--- config.mk ---
export PLATFORM = sky130hd
export DESIGN_NAME = brake_ctrl_moore_fsm
export DESIGN_NICKNAME = d
export VERILOG_FILES = /design/src/rtl/brake_ctrl_moore_fsm.sv
export SDC_FILE = /design/constraint.sdc
export NUM_CORES = 1
export LEC_CHECK = 0
export CAP_MARGIN = 10
export CORE_MARGIN = 5
export CORE_UTILIZATION = 49
export DETAILED_ROUTE_END_ITERATION = 7
export PLACE_DENSITY_LB_ADDON = 0.08
export SYNTH_ARGS = -nofsm -noshare
export SYNTH_HDL_FRONTEND = slang
export SYNTH_SLANG_ARGS = --single-unit
--- constraint.sdc ---
create_clock -name clk -period 1.6 [get_ports clk]
set_input_delay 0.32 -clock clk [delete_from_list [all_inputs] [get_ports clk]]
set_output_delay 0.32 -clock clk [all_outputs]
set_load 0.1 [all_outputs]
--- src/rtl/brake_ctrl_moore_fsm.sv ---
// Brake control Moore FSM: z asserts after HOLD_CYCLES consecutive w=1 edges.
// State, counter and z are all registered; no path from w to y or z.
module brake_ctrl_moore_fsm #(
    parameter int HOLD_CYCLES = 2,
    parameter int CNT_W       = 8
) (
    input  logic       clk,
    input  logic       resetn,
    input  logic       w,
    output logic [2:1] y,
    output logic       z
);

    typedef enum logic [1:0] {
        IDLE    = 2'b00,
        COUNT   = 2'b01,
        ACTIVE  = 2'b10,
        ILLEGAL = 2'b11
    } state_t;

    localparam logic [CNT_W-1:0] HOLD = CNT_W'(HOLD_CYCLES);
    localparam logic [CNT_W-1:0] ONE  = CNT_W'(1);

    state_t           r_state;
    logic [CNT_W-1:0] r_cnt;
    logic             r_z;
    logic [CNT_W-1:0] w_cnt_inc;

    assign w_cnt_inc = r_cnt + ONE;

    // resetn is active-high despite its name
    always_ff @(posedge clk) begin
        if (resetn) begin
            r_state <= IDLE;
            r_cnt   <= '0;
            r_z     <= 1'b0;
        end else begin
            unique case (r_state)
                IDLE: begin
                    if (w) begin
                        if (HOLD_CYCLES == 1) begin
                            r_state <= ACTIVE;
                            r_cnt   <= HOLD;
                            r_z     <= 1'b1;
                        end else begin
                            r_state <= COUNT;
                            r_cnt   <= ONE;
                            r_z     <= 1'b0;
                        end
                    end else begin
                        r_state <= IDLE;
                        r_cnt   <= '0;
                        r_z     <= 1'b0;
                    end
                end
                COUNT: begin
                    if (!w) begin
                        r_state <= IDLE;
                        r_cnt   <= '0;
                        r_z     <= 1'b0;
                    end else if (w_cnt_inc == HOLD) begin
                        r_state <= ACTIVE;
                        r_cnt   <= HOLD;
                        r_z     <= 1'b1;
                    end else begin
                        r_state <= COUNT;
                        r_cnt   <= w_cnt_inc;
                        r_z     <= 1'b0;
                    end
                end
                ACTIVE: begin
                    if (!w) begin
                        r_state <= IDLE;
                        r_cnt   <= '0;
                        r_z     <= 1'b0;
                    end else begin
                        r_state <= ACTIVE;
                        r_z     <= 1'b1;
                    end
                end
                default: begin
                    r_state <= IDLE;
                    r_cnt   <= '0;
                    r_z     <= 1'b0;
                end
            endcase
        end
    end

    assign y = r_state;
    assign z = r_z;

endmodule

# [After elaboration in Yosys (flattened, before gate mapping)]
# Cells that the tools add are included.
[totals] register_bits=11 wordCells=23 output_inout_bits=3
[classes] eq_ne=4 n_mux=14 reduce_logical=1 addsub=1
[ops] op="8-bit 2-to-1 mux" n=3
[ops] op="8-bit one-hot mux with 3 select lines" n=1
[ops] op="8-bit by 1-bit adder with 8-bit output (second input constant)" n=1
[ops] op="8-bit by 2-bit == test with 1-bit output (second input constant)" n=1
[ops] op="2-bit 2-to-1 mux" n=3
[ops] op="2-bit one-hot mux with 3 select lines" n=1
[ops] op="1-bit 2-to-1 mux" n=5
[ops] op="2-bit by 1-bit == test with 1-bit output (second input constant)" n=1
[ops] op="2-bit == test (second input constant)" n=1
[ops] op="2-bit logical NOT" n=1
[ops] op="2-bit != test (second input constant)" n=1
[ops] op="1-bit one-hot mux with 2 select lines" n=1

# [Depth between registers and ports, before layout]
# Gate-level depths: netlist (run 1).
[logic_depth] depth_word=5 ltp_mapped=7 depth_no_buf=6

# [Least setup slack after synthesis (run 1)]
# Ideal clock, no wire load.
[synth_path] path_kind="reg-to-reg" from="register r_state[0] (netlist: y[1])" to="register r_cnt[4]" setup_slack_ns=-0.691 synth_period_minus_slack_ns=2.291 path_buffers=1 arrival_time_ns=2.221 required_ns=1.530 path_stages_with_launch=7 cell_sequence="dfxtp_1 > inv_1 > ha_1 > nand3b_1 > buf_2 > or3_1 > a21oi_1"
[synth_between] elab_chain_cells=2
[synth_rtl] element="from (decl)" line="24" text="state_t r_state;"
[synth_rtl] element="from (signal assigned)" line="34" text="r_state <= IDLE;"
[synth_rtl] element="from (signal assigned)" line="42" text="r_state <= ACTIVE;"
[synth_rtl] element="from (signal assigned)" line="46" text="r_state <= COUNT;"
[synth_rtl] element="2-bit == test (tied with other cells)" line="38" text="unique case (r_state)"
[synth_rtl] element="8-bit one-hot mux with 3 select lines / 2-bit != test (equally long branches)"
[synth_rtl] element="to (signal assigned)" line="67" text="r_cnt <= w_cnt_inc;"
[synth_rtl] element="to (decl)" line="25" text="logic [CNT_W-1:0] r_cnt;"
# Parallel ways exist; a longest one is shown, timed or not.
# A chain may end at the register's enable or synchronous reset.

# [Final worst setup path (run 1)]
# Same ends and word-level chain as after synthesis.

==> impl_results.md, run 1 <==
- Synthesized area per cell: roughly 8.0 sq um
- CP Data Required Time: around 1.8 ns
- Synthesized net count: 101
- Max Cap Violations: 0
- CP Capture Type: register
- IO Port Bufs: 5
- Initial antenna violation count: 0
- Initial DRC Count: 18
- Die W: about 49 microns
- Yosys warning count: 0
- Die area: 0.00238 sq mm
- Via count: approximately 730
- Routed len/inst: 12.7 microns
- Yosys reg bits: 11
- EDFF count, synth: 0
- HP Class: register to register
- Min Tclk post-route: approximately 1.6 ns
- Post-route DRC: 0
- CTS tree: built
- CTS root buffer: clkbuf_4
- Die span in y: around 49 microns
- Final setup fails: 0
- Antenna Cells: 0
- Clk sink count: 11
- Vias in the first global route: slightly above 600
- Share of cells above drive strength 1: a little under a third
- # fillers: between 100 and 150
- Post-layout nets: between 100 and 150
- Distinct cells, synth: 34
- CP Max Fanout: 6
- F_max: 0.633 GHz
- Worst slew pin tran: between 0.2 and 0.3 ns
- Seq/Total Area, Yosys: 29.8%
- Setup TNS: 0 ns
- Status: finished clean
- First-pass GRT wire length: about 2700 microns
- Syn Std Cell Area: between 700 and 800 sq um
- Clock latency on the worst-skew pair: 0.27 ns
- Worst VDD drop: 343 uV
- Largest net degree at the start of global routing: 10
- Hold depth: 2
- Drt total wl: roughly 1600 microns
- Worst-path clk slew: ~0.060 ns
- CTS Buf Count: 3
- Synth Instances: slightly above 90
- Kind of critical path: register to register
- I/O Pins: 6
- Main synth FF type: dfxtp_1
- Via/cell ratio: between 5 and 6
- Clock Path Buffers: 2
- FFs w/ async S/R, synth: 0%
- Final instance area: between 0.001 and 0.0015 sq mm
- DRT antenna net count: 0
- Area contributors post-synth: dfxtp_1 30%, ha_1 10%, o21ai_0 6.8%, a21oi_1 6.1%, nor2b_1 3.4%
- Placed Cells: between 100 and 150
- Post-route setup slack: around 0.019 ns
- P per Cell Area: approximately 570 mW/mm^2
- Crit path arrival time: 1.79 ns
- Fin util: about two thirds
- Drt pass-1 iters: 4
- # H-tree levels: 1
- R2R Setup Slk: 0.02 ns
- Yosys top cell by area: dfxtp_1
- Max_slew headroom: 81.3%
- GP Congestion: 0.834
- Synth top area share: 29.8%
- Area Growth Syn to Fin: 35.8%
- HPWL Detailed: 1220 microns
- RSZ-0062 raised after global routing: yes
- Max-slew violations: 0
- Row Count: 14
- Final hold viol count: 0
- CP startpoint kind: register
- Placed Area: 916 sq um
- Pre-CTS worst setup slack: -0.126 ns
- Clk_skew: roughly 0.006 ns
- Non-filler cells, final: 129
- Total track usage: 14.1%
- Core ar.: 0.00147 sq mm
- Initial Util: about 50%
- Reg2Reg Depth: 6
- Total grt overflow: 0
- Period utilisation layout: 98.8%
- Leak: between 0.3 and 0.4 nW
==> metal layers <==
| layer | GRT usage [%] | vias up | share of wire, % |
|---|---|---|---|
| li1 | - | 382 | - |
| met1 | 18.8 | 340 | 49 |
| met2 | 20.0 | 9 | 46 |
| met3 | 5.81 | 2 | 3.7 |
| met4 | 5.38 | 0 | 0.79 |
| met5 | 0 | - | 0 |
==> critical path: stages (launching register included) <==
cell	delay (ns)
dfxtp_4	0.37
inv_4	0.04
ha_4	0.16
nand3b_1	0.28
buf_6	0.20
or3_1	0.35
a21oi_2	0.12
==> cell usage after synthesis, types with 2 or more instances <==
| cell | number |
|---|---|
| dfxtp_1 | 11 |
| o21ai_0 | 10 |
| a21oi_1 | 9 |
| ha_1 | 6 |
| inv_1 | 5 |
| nor2_1 | 5 |
| nand2_1 | 4 |
| nand3_1 | 4 |
| nor2b_1 | 4 |
| a31oi_1 | 3 |
| buf_2 | 3 |
| or3_1 | 3 |
| nand4_1 | 2 |
| nor3_1 | 2 |
| or4_1 | 2 |
==> final cells by class <==
type	instances	area, sq um	share of cell area (%)
multi-input combinational	72	503	50.2
sequential	11	228	22.7
timing repair buffer	21	204	20.3
clock buffer	4	26.3	2.62
inverter	5	21.3	2.12
tap	16	20.0	2.00
==> stage by stage <==
step	hold WS (ns)	power (mW)
5_1_grt	0.567	0.602
6_report	0.543	0.571
4_1_cts	0.509	0.573
3_5_place_dp	0.498	0.376
2_1_floorplan	0.467	0.342
3_3_place_gp	0.480	0.374
==> cells in the final DEF, fill, tap and decap left out, types with 3 or more instances in the layout <==
cell type,Yosys,layout
inv_1,5,3
nand2_1,4,4
buf_12,0,3
nor2_1,5,5
ha_1,6,4
a31oi_1,3,3
o21ai_0,10,9
or3_1,3,3
nor2b_1,4,4
clkbuf_4,0,3
dfxtp_1,11,9
buf_4,1,15
nand3_1,4,4
a21oi_1,9,7
==> final timing paths <==
kind,startpoint,endpoint
worst max-delay path,y[1],r_cnt[4]
worst max register to register,y[1],r_cnt[4]
worst min register to register,r_cnt[7],r_cnt[7]
worst min-delay path,r_cnt[7],r_cnt[7]
==> timing repair <==
item / CTS / global route
gates cloned: 0 / 0
resized for setup: 1 / 5
hold endpoints to repair: 0 / 0
endpoints found under the setup margin: 1 / 3
setup buffers: 1 / 5
pin swaps: 0 / 0
hold buffers: 0 / 0
==> flip-flops by register name, summed over array words and instances, names as in the netlist <==
| name | flops |
|---|---|
| r_cnt | 8 |
| y | 2 |
| z | 1 |
==> cell families (layout without fill, tap and decap cells) <==
group	count (synthesis)	count (layout)	share of synthesized area [%]
simple gates	35	35	28.0
compound gates	30	30	25.3
flops	11	11	29.8
buf+inv	9	30	5.59
fa+ha+maj	6	6	10.2
xor+xnor	1	1	1.19
==> report_power, final <==
part	internal, mW	switching (mW)
Sequential	0.276	0.00407
Combinational	0.0470	0.0532
Clock	0.0967	0.0937
Total	0.420	0.151
(Power assumes the default switching activity.)
==> run 2, diff against run 1 <==
--- a/config.mk
+++ b/config.mk
@@ -9,7 +9,7 @@
 export CORE_MARGIN = 5
 export CORE_UTILIZATION = 49
 export DETAILED_ROUTE_END_ITERATION = 7
-export PLACE_DENSITY_LB_ADDON = 0.08
+export PLACE_DENSITY = 0.72
 export SYNTH_ARGS = -nofsm -noshare
 export SYNTH_HDL_FRONTEND = slang
 export SYNTH_SLANG_ARGS = --single-unit
==> run 2 against run 1 <==
Power down 0.41%. Worst setup slack better by 0.046 ns. Worst hold slack lost 0.035 ns. Non-clock buffer count down 3. Via count is 0.41% higher. Fmax up 3.0%. Highest routed layer unchanged.
==> impl_results.md, run 2 (same netlist as run 1, synthesis figures left out) <==
- Flop pwr share: 49.2% (was 49.1%)
- Die area: 0.00238 sq mm (unchanged)
- Drt pass-1 iters: 4 (unchanged)
- Non-filler cells, final: 126 (was 129)
- Most frequent cells in the layout: 12 x buf_4, 10 x o21ai_0, 8 x a21oi_1, 8 x dfxtp_1, 5 x nor2_1 (was 15 x buf_4, 9 x o21ai_0, 9 x dfxtp_1)
- Fin util: 66.2% (was 68.1%)
- # fillers: 131 (was 119)
- Area Growth Syn to Fin: 31.9% (was 35.8%)
- Leak: 0.367 nW (was 0.385 nW)
- Largest register by flop count: r_cnt (unchanged)
- Setup TNS: 0 ns (unchanged)
- CTS root buffer: clkbuf_4 (unchanged)
- Row Count: 14 (unchanged)
- Via/cell ratio: 5.84 (was 5.68)
- First-pass GRT wire length: 2800 microns (was 2680 microns)
- Via count: 736 (was 733)
- Min Hold Slack: 0.508 ns (was 0.543 ns)
- CP Data Required Time: 1.80 ns (was 1.81 ns)
- Max Cap Violations: 0 (unchanged)
- Crit path max-delay cell type: or4_1 (was dfxtp_4)
- Worst VDD drop: 398 uV (was 343 uV)
- Final hold viol count: 0 (unchanged)
- Clock latency on the worst-skew pair: 0.27 ns (about the same)
- Switching portion of total power: 26.5% (about the same)
- Total track usage: 14.3% (was 14.1%)
- Post-layout nets: 120 (was 123)
- Comb pwr share: 17.1% (was 17.6%)
- CP Capture Type: register (unchanged)
- Pre-CTS worst setup slack: -0.0769 ns (was -0.126 ns)
- IO Port Bufs: 5 (unchanged)
- Worst slew pin tran: 0.276 ns (was 0.281 ns)
- Placed Area: 923 sq um (was 916 sq um)
- Net switching power figure: 0.151 mW (about the same)
- Crit path arrival time: 1.74 ns (was 1.79 ns)
- P per Cell Area: 584 mW/mm^2 (was 569 mW/mm^2)
- Clk network pwr share: 33.7% (was 33.4%)
- Max-slew violations: 0 (unchanged)
- Placed Cells: 120 (was 119)
- Total grt overflow: 0 (unchanged)
- Worst-path cell chain: inv_4 -> ha_4 -> nand3b_1 -> or4_1 -> a21oi_1 (was inv_4 -> ha_4 -> nand3b_1 -> buf_6 -> or3_1 -> a21oi_2)
- Share of cells above drive strength 1: 28.2% (was 31.9%)
- # H-tree levels: 1 (unchanged)
- Largest net degree at the start of global routing: 10 (unchanged)
- RSZ-0062 raised after global routing: yes (unchanged)
- CP startpoint kind: register (unchanged)
- Max FFs per register: 8 (unchanged)
- CP Max Fanout: 7 (was 6)
- Initial antenna violation count: 0 (unchanged)
- I/O Pins: 6 (unchanged)
- Initial DRC Count: 15 (was 18)
- Worst-path clk slew: 0.07 ns (was 0.06 ns)
- Hold_buf cts: 0 (unchanged)
- CTS Buf Count: 3 (unchanged)
- Antenna Cells: 0 (unchanged)
- Status: finished clean (unchanged)
- Core ar.: 0.00147 sq mm (unchanged)
- Min Tclk post-route: 1.53 ns (was 1.58 ns)
- HP Class: register to register (unchanged)
- Clk_skew: 0.00616 ns (was 0.00584 ns)
- Post-route setup slack: 0.0655 ns (was 0.0192 ns)
- Period utilisation layout: 95.9% (was 98.8%)
- Drt total wl: 1660 microns (was 1640 microns)
- Die W: 48.8 microns (unchanged)
- Final instance area: 973 sq um (was 0.00100 sq mm)
- CTS tree: built (unchanged)
- Kind of critical path: register to register (unchanged)
- Most common cell after layout, fill and taps aside: buf_4 (unchanged)
- Total power: 0.568 mW (was 0.571 mW)
- Crit-path max cell delay: 0.51 ns (was 0.37 ns)
- Pint: 0.418 mW (was 0.420 mW)
- DRT antenna net count: 0 (unchanged)
- Initial Util: 50.2% (unchanged)
- Vias in the first global route: 661 (was 605)
- Clock Path Buffers: 2 (unchanged)
- Routed len/inst: 13.2 microns (was 12.7 microns)
- Max_slew headroom: 81.6% (was 81.3%)
- Post-route DRC: 0 (unchanged)
- HPWL Detailed: 1280 microns (was 1220 microns)
- GP Congestion: 0.835 (was 0.834)
- Die span in y: 48.8 microns (unchanged)
- F_max: 0.652 GHz (was 0.633 GHz)
- Clk sink count: 11 (unchanged)
- Final setup fails: 0 (unchanged)
[run 2: area by class of cell]
cell class	count	area, sq um	area share (%)
clock buffer	4	26.3	2.70
inverter	5	21.3	2.19
multi-input combinational	72	495	50.9
sequential	11	229	23.5
tap	16	20.0	2.06
timing repair buffer	18	181	18.6
[run 2: power groups by stage]
stage               Sequential [mW]  Combinational, mW  Clock [mW]
floorplan                     0.303             0.0393           0
global placement              0.287             0.0889           0
detailed placement            0.288             0.0901           0
CTS                           0.281             0.0902       0.197
global route                  0.280              0.104       0.212
finish                        0.280             0.0972       0.191
[run 2: path summary, 6_finish.rpt]
path,slack (ns),depth (start not counted),to,start
setup / recovery,0.07,5,r_cnt[7],y[1]
hold / removal,0.51,2,r_cnt[7],r_cnt[7]
setup reg to reg,0.07,5,r_cnt[7],y[1]
hold reg to reg,0.51,2,r_cnt[7],r_cnt[7]
[run 2: timing repair]
item,CTS,global route
resized for setup,0,3
buffers inserted,0,2
setup endpoints to repair,0,5
[run 2: critical path: cells and delay by family (launching register included)]
kind	cells	cell delay, ns
compound gates	1	0.12
fa+ha+maj	1	0.17
buf+inv	1	0.04
flops	1	0.37
simple gates	2	0.77
[run 2: metal layers]
| layer | track usage (%) | vias to the layer above | wire length (microns) |
|---|---|---|---|
| met4 | 6.28 | 0 | 19 |
| met5 | 0 | - | 0 |
| li1 | - | 378 | - |
| met2 | 21.3 | 16 | 755 |
| met3 | 3.06 | 4 | 71 |
| met1 | 19.7 | 338 | 810 |
